`src/rtl/sccb_init_sequencer.sv`:
```
// Walks a camera register-initialisation table in an external synchronous ROM and
// issues one CoreSCCB write per entry, honouring delay and end markers and timing out hung writes.
module sccb_init_sequencer #(
   parameter logic [7:0] DEV_ADDR       = 8'h60,
   parameter int         ROM_AW         = 8,
   parameter int         GAP_CYCLES     = 100,
   parameter int         DELAY_CYCLES   = 500000,
   parameter int         TIMEOUT_CYCLES = 100000
) (
   input  logic              XCLK,
   input  logic              RST,
   input  logic              init_start,
   output logic [ROM_AW-1:0] rom_addr,
   input  logic [15:0]       rom_data,
   output logic              sccb_start,
   output logic              sccb_rw,
   output logic [7:0]        sccb_ip_addr,
   output logic [7:0]        sccb_sub_addr,
   output logic [7:0]        sccb_data,
   input  logic              sccb_done,
   output logic              busy,
   output logic              init_done,
   output logic              init_error,
   output logic [ROM_AW:0]   entry_cnt
);

   localparam int MAX_DT  = (DELAY_CYCLES > TIMEOUT_CYCLES) ? DELAY_CYCLES : TIMEOUT_CYCLES;
   localparam int MAX_ALL = (MAX_DT > GAP_CYCLES) ? MAX_DT : GAP_CYCLES;
   localparam int CW      = (MAX_ALL > 1) ? $clog2(MAX_ALL) : 1;

   localparam logic [CW-1:0]     DELAY_LOAD   = CW'(DELAY_CYCLES - 1);
   localparam logic [CW-1:0]     TIMEOUT_LOAD = CW'(TIMEOUT_CYCLES - 1);
   localparam logic [CW-1:0]     GAP_LOAD     = CW'(GAP_CYCLES - 1);
   localparam logic [ROM_AW-1:0] LAST_ADDR    = '1;
   localparam logic [ROM_AW:0]   CNT_MAX      = {1'b1, {ROM_AW{1'b0}}};

   localparam logic [15:0] END_MARK   = 16'hFFFF;
   localparam logic [15:0] DELAY_MARK = 16'hFFF0;

   typedef enum logic [3:0] {
      S_IDLE, S_FETCH, S_DECODE, S_ISSUE, S_WAIT_DONE,
      S_GAP, S_DELAY, S_ADVANCE, S_DONE, S_ERROR
   } state_t;

   state_t            state_q, state_d;
   logic [ROM_AW-1:0] rom_addr_q, rom_addr_d;
   logic [CW-1:0]     cnt_q, cnt_d;
   logic [7:0]        sub_addr_q, sub_addr_d;
   logic [7:0]        data_q, data_d;
   logic              start_q, start_d;
   logic              busy_q, busy_d;
   logic              done_q, done_d;
   logic              error_q, error_d;
   logic [ROM_AW:0]   entry_cnt_q, entry_cnt_d;

   always_ff @(posedge XCLK or posedge RST) begin
      if (RST) begin
         state_q     <= S_IDLE;
         rom_addr_q  <= '0;
         cnt_q       <= '0;
         sub_addr_q  <= '0;
         data_q      <= '0;
         start_q     <= 1'b0;
         busy_q      <= 1'b0;
         done_q      <= 1'b0;
         error_q     <= 1'b0;
         entry_cnt_q <= '0;
      end else begin
         state_q     <= state_d;
         rom_addr_q  <= rom_addr_d;
         cnt_q       <= cnt_d;
         sub_addr_q  <= sub_addr_d;
         data_q      <= data_d;
         start_q     <= start_d;
         busy_q      <= busy_d;
         done_q      <= done_d;
         error_q     <= error_d;
         entry_cnt_q <= entry_cnt_d;
      end
   end

   // The start pulse is raised on the DECODE->ISSUE transition so it is high for the ISSUE cycle only.
   always_comb begin
      state_d     = state_q;
      rom_addr_d  = rom_addr_q;
      cnt_d       = cnt_q;
      sub_addr_d  = sub_addr_q;
      data_d      = data_q;
      start_d     = 1'b0;
      busy_d      = busy_q;
      done_d      = done_q;
      error_d     = error_q;
      entry_cnt_d = entry_cnt_q;

      unique case (state_q)
         S_IDLE: begin
            if (init_start) begin
               state_d     = S_FETCH;
               done_d      = 1'b0;
               error_d     = 1'b0;
               entry_cnt_d = '0;
               rom_addr_d  = '0;
               busy_d      = 1'b1;
            end
         end
         S_FETCH: state_d = S_DECODE;
         S_DECODE: begin
            if (rom_data == END_MARK) begin
               state_d = S_DONE;
            end else if (rom_data == DELAY_MARK) begin
               state_d = S_DELAY;
               cnt_d   = DELAY_LOAD;
            end else begin
               state_d    = S_ISSUE;
               sub_addr_d = rom_data[15:8];
               data_d     = rom_data[7:0];
               start_d    = 1'b1;
            end
         end
         S_ISSUE: begin
            cnt_d   = TIMEOUT_LOAD;
            state_d = S_WAIT_DONE;
         end
         S_WAIT_DONE: begin
            // Done is tested first so a completion on the final timeout cycle still counts.
            if (sccb_done) begin
               if (entry_cnt_q != CNT_MAX) entry_cnt_d = entry_cnt_q + 1'b1;
               cnt_d   = GAP_LOAD;
               state_d = S_GAP;
            end else if (cnt_q == '0) begin
               state_d = S_ERROR;
            end else begin
               cnt_d = cnt_q - 1'b1;
            end
         end
         S_GAP, S_DELAY: begin
            if (cnt_q == '0) state_d = S_ADVANCE;
            else cnt_d = cnt_q - 1'b1;
         end
         S_ADVANCE: begin
            if (rom_addr_q == LAST_ADDR) begin
               state_d = S_DONE;
            end else begin
               rom_addr_d = rom_addr_q + 1'b1;
               state_d    = S_FETCH;
            end
         end
         S_DONE: begin
            done_d  = 1'b1;
            busy_d  = 1'b0;
            state_d = S_IDLE;
         end
         S_ERROR: begin
            error_d = 1'b1;
            busy_d  = 1'b0;
            state_d = S_IDLE;
         end
         default: state_d = S_IDLE;
      endcase
   end

   assign rom_addr      = rom_addr_q;
   assign sccb_start    = start_q;
   assign sccb_rw       = 1'b0;
   assign sccb_ip_addr  = DEV_ADDR;
   assign sccb_sub_addr = sub_addr_q;
   assign sccb_data     = data_q;
   assign busy          = busy_q;
   assign init_done     = done_q;
   assign init_error    = error_q;
   assign entry_cnt     = entry_cnt_q;

endmodule

```
`config.mk`:
```
export PLATFORM = sky130hd
export DESIGN_NAME = sccb_init_sequencer
export DESIGN_NICKNAME = d
export VERILOG_FILES = /design/src/rtl/sccb_init_sequencer.sv
export SDC_FILE = /design/constraint.sdc
export NUM_CORES = 1
export LEC_CHECK = 0
export CORE_ASPECT_RATIO = 1.4
export CORE_UTILIZATION = 56
export CTS_CLUSTER_SIZE = 20
export DETAILED_ROUTE_END_ITERATION = 6
export PLACE_DENSITY = 0.86
export SETUP_SLACK_MARGIN = 0.3
export SLEW_MARGIN = 20
export SYNTH_ARGS = -nofsm -noshare
export SYNTH_HDL_FRONTEND = slang
export SYNTH_SLANG_ARGS = --single-unit
```
`constraint.sdc`:
```
create_clock -name XCLK -period 4.57 [get_ports XCLK]
set_clock_uncertainty 0.2 [all_clocks]
set_input_delay 0.914 -clock XCLK [delete_from_list [all_inputs] [get_ports XCLK]]
set_output_delay 0.914 -clock XCLK [all_outputs]
set_load 0.005 [all_outputs]
```
# [Yosys cells after proc, flatten, opt, wreduce, memory -nomap -nowiden]
# Index checks and enable logic that the tools add are counted.
[totals] reg_bits=60 out_inout_bits=46
[op_classes] add_sub_neg=3 eq_ne=21 mux=28 bitwise_logic=2 n_reduce_logical=18
[op_table] op="$mux 19" n=4
[op_table] op="$pmux 19 s4" n=1
[op_table] op="$eq 16x16->1 const B" n=2
[op_table] op="$pmux 4 s7" n=1
[op_table] op="$mux 9" n=3
[op_table] op="$mux 4" n=6
[op_table] op="$logic_not 19->1" n=1
[op_table] op="$sub 19x1->19 const B" n=1
[op_table] op="$pmux 9 s2" n=1
[op_table] op="$eq 4x3->1 const B" n=4
[op_table] op="$mux 8" n=2
[op_table] op="$pmux 8 s2" n=1
[op_table] op="$ne 2x2->1 const B" n=7
[op_table] op="$reduce_and 3->1" n=4
[op_table] op="$reduce_bool 2->1" n=5
[op_table] op="$add 9x1->9 const B" n=1
[op_table] op="$ne 9x9->1 const B" n=1
[op_table] op="$add 8x1->8 const B" n=1
[op_table] op="$eq 4x2->1 const B" n=2
[op_table] op="$eq 4x4->1 const B" n=2
[op_table] op="$eq 8x8->1 const B" n=1
[op_table] op="$pmux 1 s2" n=3
[op_table] op="$reduce_and 2->1" n=3
[op_table] op="$mux 1" n=5
[op_table] op="other kinds (8)" n=10

# [Longest topological paths before layout]
[depth] depth_word=4 mapped_depth=8 ltp_nobuf=7

# [Least setup slack after synthesis]
# OpenSTA, ideal clock, no wires.
[synth_timing] path_kind="input to register" from="input rom_data[14]" to="register cnt_q[9]" setup_time_ns=0.135 arrival_ns=2.237 path_slack_ns=1.998 path_stages=6 n_path_buf=1 cell_sequence="nand4_1 -> nor3_1 -> a31oi_2 -> buf_2 -> o21ai_1 -> o211ai_1"
[synth_between] elab_chain_len=3 elab_cells_between_ends=5 classes_between="4 x eq/ne; 1 x reduce/logical"
[synth_lines] item="from (decl)" line="14" text="input logic [15:0] rom_data,"
[synth_lines] item="$eq 16x16->1 (on tied branches)" line="110, 108"
[synth_lines] item="$ne 2x2->1 (no source line)"
[synth_lines] item="$reduce_and 3->1 (no source line) *"
[synth_lines] item="to (signal assigned)" line="71" text="cnt_q <= cnt_d;"
[synth_lines] item="to (decl)" line="47" text="logic [CW-1:0] cnt_q, cnt_d;"
# Mark *: on every way between the ends. The rest lies on a longest branch, timed or not.
# A chain may end at the register's enable or synchronous reset.

# [Worst setup path in the final report]
[layout_timing] from="input rom_data[13]" to="register cnt_q[0]"
# The elaborated chain is that of the path after synthesis.

==> flow_metrics.env <==
export IMPL_die_area_mm2=0.00634
export IMPL_worstHoldStart="sccb_sub_addr[1]$_DFFE_PP0P_"
export IMPL_drt_pass1_iter_count=5
export IMPL_power_switching_mw=0.940
export IMPL_path_max_fanout=17
export IMPL_ctsLongestPathBuffers=2
export IMPL_status="completed"
export IMPL_dp_slack_ns=1.01
export IMPL_crit_path_end_kind="flip-flop"
export IMPL_die_x_um=67.6
export IMPL_final_cell_count_no_fill=471
export IMPL_leakage_nw=1.69
export IMPL_nFillCells=422
export IMPL_die_h_um=93.8
export IMPL_ant_nets=0
export IMPL_rsz0062_at_grt="no"
export IMPL_vias=2884
export IMPL_place_gp_congestion=0.909
export IMPL_htree_levels=3
export IMPL_ios=66
export IMPL_p_int_mw=1.41
export IMPL_synth_edf_count=0
export IMPL_diodes=0
export IMPL_syn_area_mm2=0.00337
export IMPL_synth_seq_cells=60
export IMPL_path_buf_inv=1
export IMPL_hold_viol_final=0
export IMPL_fin_nets=423
export IMPL_tritoncts="yes"
export IMPL_synthArstFlopShare_pct=100
export IMPL_cts_resized=0
export IMPL_avgSynthCellArea_um2=9.82
export IMPL_max_stage_delay_ns=0.72
export IMPL_cts_sinks=60
export IMPL_clockPowerShare_pct=17.1
export IMPL_seq_area_frac_synth_pct=44.6
export IMPL_cp_top_family="compound AO/OA/AOI/OAI gates"
export IMPL_grt_pass1_vias=2860
export IMPL_root_buffer="clkbuf_8"
export IMPL_cts_buffers=9
export IMPL_switching_share_pct=40.0
export IMPL_critPathLaunch="rom_data[13]"
export IMPL_multi_input_area_mm2=0.00170
export IMPL_wl_per_cell_um=16.9
export IMPL_synth_top_flop_cell="dfrtp_1"
export IMPL_grt_pass1_wl_um=13400
export IMPL_vias_per_cell=6.12
export IMPL_ys_types=66
export IMPL_hp_class="reg2reg"
export IMPL_initial_core_util_pct=57.9
export IMPL_path_clk_slew_ns=0.06
export IMPL_fin_crit_sh_pct=70.3
export IMPL_grt_max_degree=45
export IMPL_crit_path_cell_trace="clkdlybuf4s50_1, nand4_1, nor3_1, a31oi_2, o21bai_1, o21ai_0"
export IMPL_place_area_mm2=0.00393
export IMPL_fin_hold_ws_ns=0.288
export IMPL_seqPwrFrac_pct=39.3
export IMPL_regArea_mm2=0.00150
export IMPL_drive_gt1_share_pct=8.73
export IMPL_area_growth_pct=21.2
export IMPL_worstPathRequired_ns=4.63
export IMPL_setup_slack_ns=1.36
export IMPL_rows=33
export IMPL_fin_util_pct=70.1
export IMPL_worstMarginPinSlew_ns=0.884
export IMPL_grt_use_total_pct=28.2
export IMPL_r2r_start="cnt_q[12]$_DFFE_PP0P_"
export IMPL_yosys_warnings=0
export IMPL_period_minus_slack_ns=3.21
export IMPL_vdd_ir_drop_max_mv=0.368
export IMPL_arrival_ns=3.27
export IMPL_cts_setup_buffers=0
export IMPL_clock_fmax_mhz=311
export IMPL_dp_cells=457
export IMPL_critical_path_slowest_cell="nor3_1"
export IMPL_drt_iter0_markers=271
export IMPL_core_mm2=0.00582
export IMPL_maxCapViolations=0
export IMPL_setup_violations=0
export IMPL_slew_headroom_pct=41.0
export IMPL_grt_antenna_before_repair=0
export IMPL_p_per_area_mw_per_mm2=575
export IMPL_postSynthCellCount=343
export IMPL_setup_tns_ns=0
export IMPL_final_max_slew_violation_count=0
export IMPL_p_total_mw=2.35
export IMPL_clock_latency_ns=0.34
export IMPL_drt_wl_total_um=7970
export IMPL_drc=0
export IMPL_final_area_mm2=0.00408
export IMPL_dp_hpwl_um=5810
export IMPL_cp_start_kind="input pin"
export IMPL_hold_buffers=0
export IMPL_grt_ovfl_total=0
export IMPL_portBuffers=56
export IMPL_crit_type="in2reg"
export IMPL_power_frac_comb_pct=43.6
## Yosys cell counts (6+ instances only)
master	count	area share, %
or3_1	6	1.1
a21oi_1	19	2.8
dfrtp_1	60	45
nand4_1	13	2.4
inv_1	17	1.9
o21ai_0	23	3.4
nor3_1	11	1.6
a31oi_1	6	1.1
nand2_1	14	1.6
buf_4	10	2.2
nand3_1	19	2.8
nor2_1	22	2.5
mux2_1	13	4.3
xor2_1	9	2.3
## worst register-to-register path, delay by kind of cell, from the launching register on
| kind | cells | cell delay, ns |
|---|---|---|
| and+or+nand+nor | 2 | 0.99 |
| AOI/OAI and AO/OA | 3 | 0.81 |
| DFF | 1 | 0.44 |
## cell usage in the layout (no fill, tap or decap), types with 4 or more instances in the layout
master | Yosys | final
a21oi_1 | 19 | 19
a31oi_1 | 6 | 6
and2_1 | 5 | 5
and3_1 | 4 | 4
and4_1 | 5 | 5
clkbuf_8 | 0 | 10
clkdlybuf4s50_1 | 0 | 56
conb_1 | 2 | 9
dfrtp_1 | 60 | 60
ha_1 | 5 | 5
inv_1 | 17 | 16
mux2_1 | 13 | 13
nand2_1 | 14 | 14
nand3_1 | 19 | 19
nand4_1 | 13 | 13
nor2_1 | 22 | 22
nor3_1 | 11 | 11
o211ai_1 | 5 | 5
o21ai_0 | 23 | 23
o21ai_1 | 5 | 5
or3_1 | 6 | 6
xor2_1 | 9 | 9
## power groups by stage
stage	Sequential [mW]	Clock (mW)	Combinational (mW)
finish	0.922	0.402	1.02
CTS	0.917	0.409	1.02
detailed placement	0.927	0	1.02
global placement	0.907	0	0.983
floorplan	0.845	0	0.700
global route	0.948	0.432	1.13
## metal layers
metal  routed length (um)  track usage [%]  vias up
li1                     -                -     1363
met1                 3160             32.9     1391
met2                 4220             47.4       97
met3                  334             6.07       33
met4                  254             13.5        0
met5                    0                0        -
## logic make-up after synthesis
logic type | count (synthesis) | share of synthesized area [%]
AO/OA/AOI/OAI | 83 | 15.9
XOR/XNOR | 11 | 2.86
AND/OR/NAND/NOR | 128 | 23.6
other | 2 | 0.223
buffers and inverters | 38 | 5.68
adder cells (fa/ha/maj) | 5 | 1.86
flip-flops | 60 | 44.6
multiplexers | 16 | 5.35
## final cells by class
| type | count | share of cell area, % |
|---|---|---|
| Tap cell | 70 | 2.14 |
| Sequential cell | 60 | 36.8 |
| Clock buffer | 11 | 3.46 |
| Timing Repair Buffer | 57 | 13.9 |
| Inverter | 18 | 1.65 |
| Multi-Input combinational cell | 252 | 41.7 |
| Clock inverter | 3 | 0.368 |
## sequential cells by signal, summed over array words and instances (netlist names)
name	flops
entry_cnt	9
state_q	4
init_error	1
cnt_q	19
sccb_start	1
sccb_data	8
sccb_sub_addr	8
rom_addr	8
init_done	1
busy	1
## path summary, 6_finish.rpt
check / to / slack, ns / depth (start not counted)
max in group asynchronous: sccb_sub_addr[1]$_DFFE_PP0P_ / 2.55 / 3
hold / removal: sccb_sub_addr[1]$_DFFE_PP0P_ / 0.29 / 1
setup / recovery: cnt_q[0]$_DFFE_PP0P_ / 1.36 / 6
hold reg to reg: sccb_sub_addr[1]$_DFFE_PP0P_ / 0.29 / 1
setup reg to reg: cnt_q[16]$_DFFE_PP0P_ / 2.02 / 5
min in group asynchronous: rom_addr[6]$_DFFE_PP0P_ / 0.88 / 2
No activity file was read; power rests on OpenSTA's default activity.
